[config.mk]
export PLATFORM = sky130hd
export DESIGN_NAME = uart_rx_engine
export DESIGN_NICKNAME = d
export VERILOG_FILES = /design/src/rtl/uart_pkg.sv /design/src/rtl/uart_bit_timer.sv /design/src/rtl/uart_rx_engine.sv
export SDC_FILE = /design/constraint.sdc
export NUM_CORES = 1
export LEC_CHECK = 0
export CORE_ASPECT_RATIO = 1.5
export CORE_MARGIN = 5
export CORE_UTILIZATION = 40
export CTS_CLUSTER_SIZE = 40
export DETAILED_ROUTE_END_ITERATION = 8
export GPL_TIMING_DRIVEN = 1
export PLACE_DENSITY_LB_ADDON = 0.15
export SYNTH_ARGS = -nofsm -noshare
export SYNTH_HDL_FRONTEND = slang
export SYNTH_SLANG_ARGS = --single-unit
[constraint.sdc]
create_clock -name clk -period 7.2 [get_ports clk]
set_input_delay 0.72 -clock clk [delete_from_list [all_inputs] [get_ports clk]]
set_output_delay 0.72 -clock clk [all_outputs]
set_load 0.01 [all_outputs]
[src/rtl/uart_pkg.sv]
// Shared definitions for the UART receive/transmit engines: state encodings,
// default widths and frame-length helper.
package uart_pkg;

    localparam int unsigned KW_DEF   = 19;
    localparam int unsigned KMIN_DEF = 16;
    localparam int unsigned SR_W     = 10;

    typedef enum logic [1:0] {
        IDLE  = 2'd0,
        START = 2'd1,
        DATA  = 2'd2,
        DONE  = 2'd3
    } rx_state_t;

    // Bits clocked in after the start bit: data (7/8) + optional parity + stop.
    function automatic logic [3:0] frame_len(input logic eight, input logic pen);
        return 4'd8 + {3'b000, eight} + {3'b000, pen};
    endfunction

endpackage

[src/rtl/uart_bit_timer.sv]
// Loadable bit-cell timer: latches the bit time K and flags the half-cell
// (H-1) and full-cell (K-1) counts while counting.
module uart_bit_timer
    import uart_pkg::*;
#(
    parameter int unsigned KW = KW_DEF
) (
    input  logic          clk,
    input  logic          reset,
    input  logic          load,
    input  logic [KW-1:0] k_in,
    input  logic          clr,
    input  logic          en,
    output logic          half_tick,
    output logic          full_tick
);

    logic [KW-1:0] count;
    logic [KW-1:0] k_reg;
    logic [KW-1:0] h_reg;

    always_ff @(posedge clk or posedge reset) begin
        if (reset) begin
            count <= '0;
            k_reg <= '0;
            h_reg <= '0;
        end else begin
            if (load) begin
                k_reg <= k_in;
                h_reg <= k_in >> 1;
            end
            if (clr || load)
                count <= '0;
            else if (en)
                count <= count + KW'(1);
        end
    end

    assign half_tick = (count == h_reg - KW'(1));
    assign full_tick = (count == k_reg - KW'(1));

endmodule

[src/rtl/uart_rx_engine.sv]
// UART serial receive engine: synchronises rx, qualifies the start bit at mid-cell,
// shifts in 7/8 data bits with optional parity and reports ready plus sticky error flags.
module uart_rx_engine
    import uart_pkg::*;
#(
    parameter int unsigned KW   = KW_DEF,
    parameter int unsigned KMIN = KMIN_DEF
) (
    input  logic          clk,
    input  logic          reset,
    input  logic          rx,
    input  logic [KW-1:0] baud_k,
    input  logic          eight,
    input  logic          pen,
    input  logic          ohel,
    input  logic          clr_rdy,
    output logic [7:0]    rx_data,
    output logic          rxrdy,
    output logic          perr,
    output logic          ferr,
    output logic          ovf
);

    rx_state_t       state, state_nxt;
    logic            rx_m, rx_s, rx_p;
    logic            start_edge;
    logic [3:0]      cnt, cnt_nxt;
    logic [SR_W-1:0] sr, sr_nxt;
    logic            eight_l, pen_l, ohel_l;
    logic            latch_cfg;
    logic [3:0]      t_len;
    logic [KW-1:0]   k_eff;
    logic            t_load, t_clr, t_en;
    logic            half_tick, full_tick;
    logic [SR_W-1:0] a;
    logic [7:0]      d;
    logic            p_bit, stop_bit, par_bad;

    always_ff @(posedge clk or posedge reset) begin
        if (reset) begin
            rx_m <= 1'b1;
            rx_s <= 1'b1;
            rx_p <= 1'b1;
        end else begin
            rx_m <= rx;
            rx_s <= rx_m;
            rx_p <= rx_s;
        end
    end

    assign start_edge = rx_p & ~rx_s;
    assign k_eff      = (baud_k < KW'(KMIN)) ? KW'(KMIN) : baud_k;
    assign t_len      = frame_len(eight_l, pen_l);

    uart_bit_timer #(.KW(KW)) u_timer (
        .clk       (clk),
        .reset     (reset),
        .load      (t_load),
        .k_in      (k_eff),
        .clr       (t_clr),
        .en        (t_en),
        .half_tick (half_tick),
        .full_tick (full_tick)
    );

    always_ff @(posedge clk or posedge reset) begin
        if (reset) begin
            state   <= IDLE;
            cnt     <= '0;
            sr      <= '1;
            eight_l <= 1'b0;
            pen_l   <= 1'b0;
            ohel_l  <= 1'b0;
        end else begin
            state <= state_nxt;
            cnt   <= cnt_nxt;
            sr    <= sr_nxt;
            if (latch_cfg) begin
                eight_l <= eight;
                pen_l   <= pen;
                ohel_l  <= ohel;
            end
        end
    end

    always_comb begin
        state_nxt = state;
        cnt_nxt   = cnt;
        sr_nxt    = sr;
        t_load    = 1'b0;
        t_clr     = 1'b0;
        t_en      = 1'b0;
        latch_cfg = 1'b0;
        unique case (state)
            IDLE: begin
                t_clr   = 1'b1;
                cnt_nxt = '0;
                if (start_edge) begin
                    t_load    = 1'b1;
                    latch_cfg = 1'b1;
                    state_nxt = START;
                end
            end
            START: begin
                // A start bit that has gone high again by mid-cell is a glitch.
                if (half_tick) begin
                    t_clr     = 1'b1;
                    state_nxt = rx_s ? IDLE : DATA;
                end else begin
                    t_en = 1'b1;
                end
            end
            DATA: begin
                if (full_tick) begin
                    t_clr   = 1'b1;
                    sr_nxt  = {rx_s, sr[SR_W-1:1]};
                    cnt_nxt = cnt + 4'd1;
                    if (cnt + 4'd1 == t_len)
                        state_nxt = DONE;
                end else begin
                    t_en = 1'b1;
                end
            end
            DONE: state_nxt = IDLE;
            default: state_nxt = IDLE;
        endcase
    end

    // Right-align the frame so bit 0 is the first data bit regardless of length.
    always_comb begin
        a        = sr >> (4'(SR_W) - t_len);
        d        = eight_l ? a[7:0] : {1'b0, a[6:0]};
        p_bit    = a[4'd7 + {3'b000, eight_l}];
        stop_bit = a[t_len - 4'd1];
        par_bad  = pen_l & ((^d ^ p_bit) != ohel_l);
    end

    always_ff @(posedge clk or posedge reset) begin
        if (reset) begin
            rx_data <= '0;
            rxrdy   <= 1'b0;
            perr    <= 1'b0;
            ferr    <= 1'b0;
            ovf     <= 1'b0;
        end else if (state == DONE) begin
            // A coincident clr_rdy clears the old flags but the new frame still lands.
            rx_data <= d;
            rxrdy   <= 1'b1;
            ferr    <= (ferr & ~clr_rdy) | ~stop_bit;
            perr    <= (perr & ~clr_rdy) | par_bad;
            ovf     <= (ovf & ~clr_rdy) | (rxrdy & ~clr_rdy);
        end else if (clr_rdy) begin
            rxrdy <= 1'b0;
            perr  <= 1'b0;
            ferr  <= 1'b0;
            ovf   <= 1'b0;
        end
    end

endmodule

# Word-level counts from Yosys, hierarchy flattened
# Index checks and enable logic that the tools add are counted.
# W data, S select, Z words.
# totals
word_cells	92
register_bits	90
in_bits	26
out_inout_bits	12
# classes
muxes	29
n_shift	1
addsub	9
magnitude_cmp	3
n_reduce_logical	9
bitwise_logic	13
eq_ne	11
# op_table
operator	count
$mux W19	3
$eq A19 B19 Y1	2
$add A19 B1 Y19 const B	1
$lt A19 B5 Y1 const B	1
$sub A18 B1 Y19 const B	1
$sub A19 B1 Y19 const B	1
$mux W1	13
$lt A4 B5 Y1 const B	2
$mux W2	5
$shr A10 B4 Y10	1
$bmux W1 S4	2
$mux W8	1
$ne A2 B2 Y1 const B	4
$pmux W2 S4	1
$pmux W4 S2	1
$reduce_xor A8 Y1	1
$and A1 B1 Y1	6
$reduce_bool A2 Y1	3
$add A3 B1 Y4 const A	1
$add A4 B1 Y4	1
$add A4 B1 Y4 const A	1
$add A4 B1 Y4 const B	1
$eq A2 B2 Y1 const B	2
$eq A4 B4 Y1	1
14 further kinds	19

# Logic depth before layout (Yosys ltp)
# logic_depth
depth_word	11
ltp_mapped	13
ltp_nobuf	10

# By module
# Synthesis repeated with hierarchy kept, for this count alone.
# hier_totals
cells_unflattened	518
hier_area_um2	4942.2
# by_module_without_submodules
module	area_per_inst_um2	seq_area_each_um2	n_inst	cells_per_inst
uart_bit_timer	2869.0	950.9	1	316
uart_rx_engine	2073.2	867.1	1	202

# Worst setup path after synthesis
# No wires, ideal clock.
# synth_timing
kind	reg-to-reg
start	register u_timer.k_reg[1]
end	register sr[0]
t_arrival_ps	3755
setup_time_ps	82
required_ps	7118
stages_incl_launch_ff	14
path_slack_ps	3363
synth_period_minus_slack_ps	3837
path_buffers	3
cell_sequence	dfrtp_1 > inv_1 > ha_1 > buf_4 > or4b_4 > or4b_4 > buf_6 > nor4_4 > xnor2_1 > or4_1 > or4_1 > or2_1 > buf_6 > mux2_4
# synth_between
elab_chain_len	3
# synth_rtl
element	line	rtl
from (decl)	uart_bit_timer.sv:19	logic [KW-1:0] k_reg;
from (signal assigned)	uart_bit_timer.sv:29	k_reg <= k_in;
$sub A19 B1 Y19	uart_bit_timer.sv:40	assign full_tick = (count == k_reg - KW'(1));
$eq A19 B19 Y1	uart_bit_timer.sv:40	
$reduce_and A2 Y1 (no line)	--	
to (signal assigned)	uart_rx_engine.sv:77	sr <= sr_nxt;
to (decl)	uart_rx_engine.sv:28	logic [SR_W-1:0] sr, sr_nxt;
# No other way between the ends.
# A chain may end at the register's enable or synchronous reset.

# Worst setup path in the final report
# layout_timing
start	register u_timer.k_reg[1]
end	register sr[7]
# The elaborated chain is that of the path after synthesis.

==> impl_metrics.toml <==
[cells_and_area]
final.fill_count = 1178
drive_gt1_frac = 0.105
syn_to_final_growth_pct = 14.5
insertedDiodeCount = 0
fin_nets = 602
fin_util = 0.469

[global_route]
via_count_of_the_first_global_routing_pass = 4163
grt_util_all_layers = 0.183
first_pass_grt_wire_length_mm = 21.4
grt_start_max_net_pins = 73
grt_antenna_before_repair = 0
globalRoute.totalOverflow = 0

[worst_setup_path]
critPathCaptureType = "flop"
r2r_slack_ns = 2.86
reg2reg_to = "sr[7]"
cp_data_arrival_time_ns = 4.60
critical_path.reg2reg.startpoint = "u_timer.k_reg[1]"
cp_max_fo = 10
setup.worst_path.class = "reg -> reg"
worst-endpoint-required_ns = 7.46
r2r_cells = 10
startpoint_type = "flop"

[logic_synthesis]
yosys_warns = 0
synth_top_area_frac = 0.298
synth_commonest_cells = "nand2_1, dfrtp_1, xnor2_1, nor2_1, clkbuf_1"
synth-edff-count = 0
yosysTopAreaCell = "dfrtp_1"
synthCells = 564
synth.distinct_cells = 69
syn_nets = 597
synth_top_cells_by_area = "dfrtp_1, dfstp_2, xnor2_1"
synth_top_flop_cell = "dfrtp_1"
count_of_state_elements_after_synthesis = 72
synth_area_um2 = 4950
ys_async_sr_fraction = 1.00
seq_area_frac_synth = 0.367
avgSynthCellArea_um2 = 8.78
yosys.cell_count.top_type = "nand2_1"

[min_path]
holdCritStartpoint = "rx_m"
min_to = "rx_s"
timing.hold.worst.class = "reg -> reg"
number_of_cells_traversed_by_the_worst_hold_path = 0

[floorplan]
initial_core_util = 0.410
die-width_um = 101
rows = 49
design.core.area_um2 = 12100
num_io_pins = 38
design.die.area_um2 = 14700
chipHeight_um = 146

[sta]
minimum_clock_period_ns = 4.34
rsz_0062_raised_after_global_routing = "no"
final_worst_path_period_share = 0.603
hold-worst-slack_ns = 0.365
setup_total_negative_slack_ns = 0
hold_violations = 0
slew_viol_final = 0
max_slew_margin = 0.341
setup_viols_final = 0
finalClockSkew_ns = 0.00850
max_frequency_mhz = 230
timing_worst_slew_pin_value_ns = 0.989

[drt]
iteration_count_of_the_initial_detailed_routing_pass = 4
post_drt_via_cell_ratio = 5.66
final_antenna_net_count = 0
detail_route.drc_violations = 0
route.vias.total = 4113
route.detailed.wl_per_inst_um = 17.8
route.final.wire_length_mm = 13.0
initialDrtViolationCount = 188

[run_status]
result_of_the_run = "complete, no violations"

[flow_run]
max_cap_viol_count = 0

[placement]
routability_congestion_estimate = 0.902
io_buffers = 37
place.detailed.hpwl_mm = 9.68

[power_and_ir_drop]
power_per_cell_area_nw_per_um2 = 283
worst_ir_drop_vdd_uv = 157
fin_total_pwr_mw = 1.60
p_leak_nw = 2.26

[clocking]
insertion_delay_ns = 0.34
cts-root-to-sink-buffers = 2
post-cts-setup-buffers = 0
htreeDepth = 3
clock_tree.root_cell = "clkbuf_16"
tritoncts_clock_tree = "built"
cts.sink_count = 72
worst_setup_hold_path_clk_slew_ns = 0.06
cts-resized-gates = 0
cts_buffers = 9
cts.hold.buffers_added = 0
## worst max-delay path, cell delays in order, from the launching register on
cell and delay (ns):
dfrtp_1 0.43, inv_1 0.18, ha_1 0.35, or4b_4 0.55, or4_1 0.48, o21ai_0 0.46, nand3_1 0.12, or4_1 0.41
or4_1 0.44, or2_1 0.46, mux2_4 0.38
## where the power goes
group          leakage, nW  switching (mW)  internal (mW)
Clock                0.166           0.178          0.339
Combinational         1.20           0.269          0.238
Sequential           0.891           0.127          0.452
## cells in the final DEF (no fill, tap or decap), drive strengths merged, types with 5 or more instances in the layout
| cell | Yosys | final |
|---|---|---|
| nand2 | 78 | 78 |
| dfrtp | 59 | 59 |
| xnor2 | 39 | 39 |
| nor2 | 37 | 37 |
| clkdlybuf4s50 | 0 | 37 |
| o21ai | 30 | 30 |
| xor2 | 30 | 30 |
| inv | 21 | 21 |
| nand3 | 20 | 20 |
| mux2 | 16 | 16 |
| a21oi | 15 | 15 |
| nor4 | 15 | 15 |
| nor3 | 14 | 14 |
| dfstp | 13 | 13 |
| nand4 | 10 | 10 |
| nor2b | 9 | 9 |
| a31oi | 9 | 9 |
| or4 | 9 | 9 |
| clkbuf | 31 | 9 |
| or3 | 8 | 8 |
| ha | 7 | 7 |
| mux2i | 6 | 6 |
| and3 | 5 | 5 |
## worst max path at each step
stage | from | end | slack [ns] | cells past startpoint
5_1_grt | u_timer.k_reg[1] | u_timer.count[7] | 2.69 | 10
2_1_floorplan | u_timer.k_reg[1] | sr[0] | 3.36 | 13
6_report | u_timer.k_reg[1] | sr[7] | 2.86 | 10
3_3_place_gp | u_timer.k_reg[1] | sr[2] | 2.93 | 10
3_5_place_dp | u_timer.k_reg[1] | sr[0] | 2.93 | 10
4_1_cts | u_timer.k_reg[1] | sr[7] | 2.90 | 10
## layout make-up
type	count	area [µm²]	area share
Clock inverter	7	120	0.0212
Timing Repair Buffer	40	393	0.0693
Clock buffer	9	225	0.0398
Sequential cell	72	1820	0.321
Inverter	21	78.8	0.0139
Multi-Input combinational cell	425	2840	0.501
Tap cell	153	191	0.0338
## stage by stage
step,worst slack [ns],cell area [µm²],cells
final,2.86,5670,727
after global routing,2.69,5670,727
after CTS,2.90,5670,727
after detailed placement,2.93,5320,711
after global placement,2.93,5320,711
after floorplan,3.36,4950,564
## per-layer routing
metal | global-route usage | vias to the layer above | routed length [µm]
met5 | 0 | - | 0
met4 | 0.0863 | 0 | 473
met3 | 0.0377 | 26 | 407
met2 | 0.327 | 75 | 7010
met1 | 0.204 | 2011 | 5080
li1 | - | 2001 | -
## cells by family after synthesis
family / synth area share
muxes: 0.0607
and+or+nand+nor: 0.232
DFF: 0.367
buffers and inverters: 0.0592
AOI/OAI and AO/OA: 0.137
xor gates and xnor gates: 0.127
adders and majority gates: 0.0177
Note: power is estimated with default switching activity, not from simulation.
